File: src/rtl/ft6_pkg.sv
// Shared FT601 write-engine types, bus limits and width helpers.
package ft6_pkg;

   localparam int unsigned FT6_DATA_W_16     = 16;
   localparam int unsigned FT6_DATA_W_32     = 32;
   localparam int unsigned FT6_MAX_BURST_MAX = 65535;
   localparam int unsigned FT6_SETTLE_MAX    = 15;
   localparam int unsigned FT6_BURST_CNT_W   = $clog2(FT6_MAX_BURST_MAX + 1);
   localparam int unsigned FT6_SETTLE_W      = $clog2(FT6_SETTLE_MAX + 1);

   typedef enum logic [1:0] {
      ST_IDLE   = 2'd0,
      ST_SETTLE = 2'd1,
      ST_WRITE  = 2'd2
   } ft6_state_e;

   function automatic int unsigned be_width(input int unsigned data_w);
      return data_w / 8;
   endfunction

endpackage

File: src/rtl/ft6_write_burst.sv
// FT601 245-synchronous write engine: drains an FWFT FIFO onto the FT601 bus in
// bounded bursts, holding any refused word until it can be re-presented.
module ft6_write_burst
   import ft6_pkg::*;
#(
   parameter int unsigned DATA_W     = 32,
   parameter int unsigned BE_W       = be_width(DATA_W),
   parameter int unsigned MAX_BURST  = 1024,
   parameter int unsigned TXE_SETTLE = 1,
   parameter int unsigned CNT_W      = 32
) (
   input  logic              ft6_clk,
   input  logic              rst,
   input  logic              enable,
   input  logic              ft6_txe_n,
   output logic [DATA_W-1:0] ft6_data,
   output logic [BE_W-1:0]   ft6_be,
   output logic              ft6_wr_n,
   input  logic              fifo_empty,
   input  logic [DATA_W-1:0] fifo_data,
   input  logic [BE_W-1:0]   fifo_be,
   output logic              fifo_rd_en,
   output logic [CNT_W-1:0]  words_sent,
   output logic              busy
);

   localparam int unsigned               BURST_CMP_W = FT6_BURST_CNT_W + 1;
   localparam logic [BURST_CMP_W-1:0]    BURST_LAST  = BURST_CMP_W'(MAX_BURST);
   localparam logic [FT6_SETTLE_W-1:0]   SETTLE_INIT = FT6_SETTLE_W'(TXE_SETTLE);
   localparam bit                        SKIP_SETTLE = (TXE_SETTLE == 0);

   // Reject illegal parameterisations at elaboration.
   if (DATA_W != FT6_DATA_W_16 && DATA_W != FT6_DATA_W_32) begin : g_bad_data_w
      $error("ft6_write_burst: DATA_W must be 16 or 32");
   end
   if (MAX_BURST < 1 || MAX_BURST > FT6_MAX_BURST_MAX) begin : g_bad_burst
      $error("ft6_write_burst: MAX_BURST out of range");
   end
   if (TXE_SETTLE > FT6_SETTLE_MAX) begin : g_bad_settle
      $error("ft6_write_burst: TXE_SETTLE out of range");
   end

   ft6_state_e                 state_q, state_d;
   logic [DATA_W-1:0]          data_q, data_d;
   logic [BE_W-1:0]            be_q, be_d;
   logic                       vld_q, vld_d;
   logic                       wr_n_q, wr_n_d;
   logic [FT6_BURST_CNT_W-1:0] burst_cnt_q, burst_cnt_d;
   logic [FT6_SETTLE_W-1:0]    settle_cnt_q, settle_cnt_d;
   logic [CNT_W-1:0]           words_q, words_d;
   logic                       accepted, at_limit, stop, pop;

   assign accepted = ~wr_n_q & ~ft6_txe_n;
   assign at_limit = ({1'b0, burst_cnt_q} + BURST_CMP_W'(1)) == BURST_LAST;
   assign stop     = ft6_txe_n | ~enable | (accepted & at_limit);
   // A pop refills the holding register only when it is free or being accepted now.
   assign pop      = (state_q == ST_WRITE) & ~stop & ~fifo_empty & (~vld_q | accepted);

   always_ff @(posedge ft6_clk or posedge rst) begin
      if (rst) state_q <= ST_IDLE;
      else     state_q <= state_d;
   end

   always_comb begin
      state_d = state_q;
      unique case (state_q)
         ST_IDLE: begin
            if (enable && !ft6_txe_n && (vld_q || !fifo_empty))
               state_d = SKIP_SETTLE ? ST_WRITE : ST_SETTLE;
         end
         ST_SETTLE: begin
            if (ft6_txe_n)                                  state_d = ST_IDLE;
            else if (settle_cnt_q == FT6_SETTLE_W'(1))      state_d = ST_WRITE;
         end
         ST_WRITE: begin
            if (stop || !vld_d) state_d = ST_IDLE;
         end
         default: state_d = ST_IDLE;
      endcase
   end

   always_comb begin
      data_d       = data_q;
      be_d         = be_q;
      vld_d        = vld_q;
      wr_n_d       = 1'b1;
      burst_cnt_d  = burst_cnt_q;
      settle_cnt_d = settle_cnt_q;
      words_d      = words_q;
      if (accepted) begin
         words_d     = words_q + CNT_W'(1);
         burst_cnt_d = burst_cnt_q + FT6_BURST_CNT_W'(1);
      end
      if (pop) begin
         data_d = fifo_data;
         be_d   = fifo_be;
         vld_d  = 1'b1;
      end else if (accepted) begin
         vld_d  = 1'b0;
      end
      unique case (state_q)
         ST_IDLE: begin
            burst_cnt_d = '0;
            if (state_d == ST_SETTLE) settle_cnt_d = SETTLE_INIT;
         end
         ST_SETTLE: begin
            if (!ft6_txe_n) settle_cnt_d = settle_cnt_q - FT6_SETTLE_W'(1);
         end
         ST_WRITE: wr_n_d = ~(vld_d & ~stop);
         default: ;
      endcase
   end

   always_ff @(posedge ft6_clk or posedge rst) begin
      if (rst) begin
         data_q       <= '0;
         be_q         <= '0;
         vld_q        <= 1'b0;
         wr_n_q       <= 1'b1;
         burst_cnt_q  <= '0;
         settle_cnt_q <= '0;
         words_q      <= '0;
      end else begin
         data_q       <= data_d;
         be_q         <= be_d;
         vld_q        <= vld_d;
         wr_n_q       <= wr_n_d;
         burst_cnt_q  <= burst_cnt_d;
         settle_cnt_q <= settle_cnt_d;
         words_q      <= words_d;
      end
   end

   assign ft6_data   = data_q;
   assign ft6_wr_n   = wr_n_q;
   assign ft6_be     = wr_n_q ? '0 : be_q;
   assign fifo_rd_en = pop;
   assign words_sent = words_q;
   assign busy       = (state_q != ST_IDLE);

endmodule
File: config.mk
export PLATFORM = sky130hd
export DESIGN_NAME = ft6_write_burst
export DESIGN_NICKNAME = d
export VERILOG_FILES = /design/src/rtl/ft6_pkg.sv /design/src/rtl/ft6_write_burst.sv
export SDC_FILE = /design/constraint.sdc
export NUM_CORES = 1
export LEC_CHECK = 0
export ABC_AREA = 0
export CAP_MARGIN = 10
export CORE_AREA = 2 2 83 105
export CTS_BUF_LIST = sky130_fd_sc_hd__clkbuf_4
export CTS_CLUSTER_DIAMETER = 200
export DETAILED_ROUTE_END_ITERATION = 6
export DIE_AREA = 0 0 85 107
export GPL_TIMING_DRIVEN = 0
export PLACE_DENSITY_LB_ADDON = 0.1
export SYNTH_ARGS = -nofsm -noshare
export SYNTH_HDL_FRONTEND = slang
export SYNTH_SLANG_ARGS = --single-unit
export TNS_END_PERCENT = 1
File: constraint.sdc
create_clock -name ft6_clk -period 7.55 [get_ports ft6_clk]
set_input_delay 1.51 -clock ft6_clk [delete_from_list [all_inputs] [get_ports ft6_clk]]
set_output_delay 1.51 -clock ft6_clk [all_outputs]
set_load 0.005 [all_outputs]
==> metrics.yaml <==
status: "finished clean"
drc: 0
post_cts_buffers: 0
grt_pass1_wl_um: 15280
dieHeight_um: 107
antenna_left: 0
nNetsFinal: 525
syn_nets: 402
clock_skew_ns: 0.02035
gr-usage-met2_pct: 33.87
die_w_um: 85
tns_ns: 0
power_mw: 1.253
crit_arrival_ns: 4.05
insertion_delay_ns: 0.44
synthCells: 356
first_global_vias: 3091
slew_violations: 0
gr-max-usage-layer: "met2"
cts_made_buffers: 9
post-dp-hpwl_um: 6684
path_class: "in -> out"
hp-class: "reg -> reg"
p_leak_nw: 2.584
routed_wirelength_um: 9145
p_per_area_mw_per_mm2: 219.1
worst_hold_startpoint: "words_sent[28]"
io_pins: 112
antenna_cells: 0
syn_to_final_growth_pct: 32.51
layout_commonest_cell: "clkdlybuf4s50_1"
ctsResizeCount: 0
routed_via_density: 5.341
period_share_pct: 73.69
synth_cell_types: 44
end_kind: "output port"
fin_ws_ns: 1.987
track_usage_pct: 21.03
r2r_start: "burst_cnt_q[0]"
start_kind: "primary input"
drive_above_1_share_pct: 13.64
ys_seq_area_share_pct: 53.39
max_cap_violations: 0
dr.pass1.iters: 4
async_reset_ff_share_pct: 100.0
final_cell_mix: "clkdlybuf4s50_1, dfrtp_1, xnor2_1"
drt_iter0_drc: 141
port_buffers: 111
min_period_ns: 5.563
grt_max_degree: 64
htreeDepth: 3
wire_per_inst_um: 15.74
avgSynthCellArea_sq_um: 12.12
rows: 37
ir_drop_uv: 153.9
synth-edff-count: 0
via_count: 3103
max-clock-path-buffers: 2
start_util_pct: 53.25
final_hold_viol_count: 0
startpoint: "ft6_txe_n"
dp_slack_ns: 1.937
path_max_fanout: 10
core_area_sq_mm: 0.008102
clkTransAtPathRegs_ns: 0.15
rsz0062_at_grt: "no"
cts_sinks: 92
grt_overflow: 0
design.die.area_sq_mm: 0.009095
synthFlopType: "dfrtp_1"
timing.fmax_mhz: 179.8
root_buffer: "clkbuf_4"
gp_congestion: 0.8127
slew_headroom_pct: 46.43
setup_viol: 0
antenna_found_initial: 0
tightest_slew_ns: 0.7923
crit_required_ns: 6.04
use_met3_pct: 4.696
syn-cell-area_sq_mm: 0.004314
ys_seq_elements: 92
ys_warn_count: 0
grtUsageMet1_pct: 28.29
cts_tree: "done"
holdBufCountCts: 0
[cell usage after synthesis, drive strengths merged, types with 7 or more instances]
| master | count | area (sq um) |
|---|---|---|
| dfrtp | 91 | 2277 |
| xnor2 | 39 | 341.6 |
| mux2 | 36 | 514.3 |
| nor2 | 33 | 123.9 |
| nand2 | 28 | 105.1 |
| nand3 | 15 | 75.07 |
| nand4 | 15 | 106.4 |
| xor2 | 14 | 122.6 |
| and3 | 9 | 56.30 |
| and4 | 8 | 72.57 |
| inv | 7 | 26.28 |
[flip-flops by register name, indices dropped and copies added (netlist names)]
| name | cells |
|---|---|
| ft6_data | 32 |
| state_q | 2 |
| words_sent | 32 |
| burst_cnt_q | 16 |
| settle_cnt_q | 4 |
| be_q | 4 |
| vld_q | 1 |
| ft6_wr_n | 1 |
[cells by family (layout without fill, tap and decap cells)]
| group | Yosys count | after routing | share of synthesized area (%) |
|---|---|---|---|
| compound gates | 18 | 18 | 3.104 |
| xor+xnor | 53 | 53 | 10.76 |
| fa+ha+maj | 5 | 5 | 1.450 |
| buf+inv | 17 | 145 | 2.668 |
| flops | 92 | 92 | 53.39 |
| mux | 36 | 36 | 11.92 |
| simple gates | 135 | 135 | 16.71 |
[per-layer routing]
metal,part of all wire (%),vias up
li1,-,1481
met4,1.3,0
met5,0,-
met1,44,1522
met2,49,90
met3,5.5,10
[final cells by class]
| cell class | instances | area, sq um |
|---|---|---|
| fill | 600 | 2385 |
| clock buffer | 9 | 67.56 |
| multi-input combinational | 247 | 1896 |
| timing repair buffer | 112 | 1139 |
| sequential | 92 | 2303 |
| buffer | 10 | 88.84 |
| inverter | 7 | 28.78 |
| tap | 97 | 121.4 |
| clock inverter | 7 | 72.57 |
[worst paths after layout]
path                                  end  slack (ns)  cells after the start
max                            fifo_rd_en        1.99                      9
min                        words_sent[28]        0.50                      1
max reg2reg                   ft6_data[6]        4.82                      8
min reg2reg                words_sent[28]        0.50                      1
max in group asynchronous        ft6_wr_n        5.48                      3
min in group asynchronous   words_sent[7]        1.39                      2
[power breakdown]
part / switching (mW) / internal, mW
Sequential: 0.0536 / 0.579
Combinational: 0.109 / 0.237
Clock: 0.172 / 0.102
Total: 0.335 / 0.918
[worst max-delay path, stage by stage]
cell             delay, ns
clkdlybuf4s50_1       0.49
nor2_1                0.35
o2111ai_1             0.17
a22oi_1               0.21
nand4_1               0.20
o21ai_4               0.44
buf_12                0.21
inv_1                 0.04
clkdlybuf4s50_1       0.43
[stage by stage]
step / utilization, % / cell area [sq um] / hold slack [ns] / cells
2_1_floorplan: - / 4314 / 0.4684 / 356
3_3_place_gp: 68.46 / 5547 / 0.4609 / 564
3_5_place_dp: 68.83 / 5577 / 0.4725 / 565
4_1_cts: 70.56 / 5717 / 0.4965 / 581
5_1_grt: 70.56 / 5717 / 0.5090 / 581
6_report: 70.56 / 5717 / 0.4973 / 581
Power figures use the tool's default switching activity.
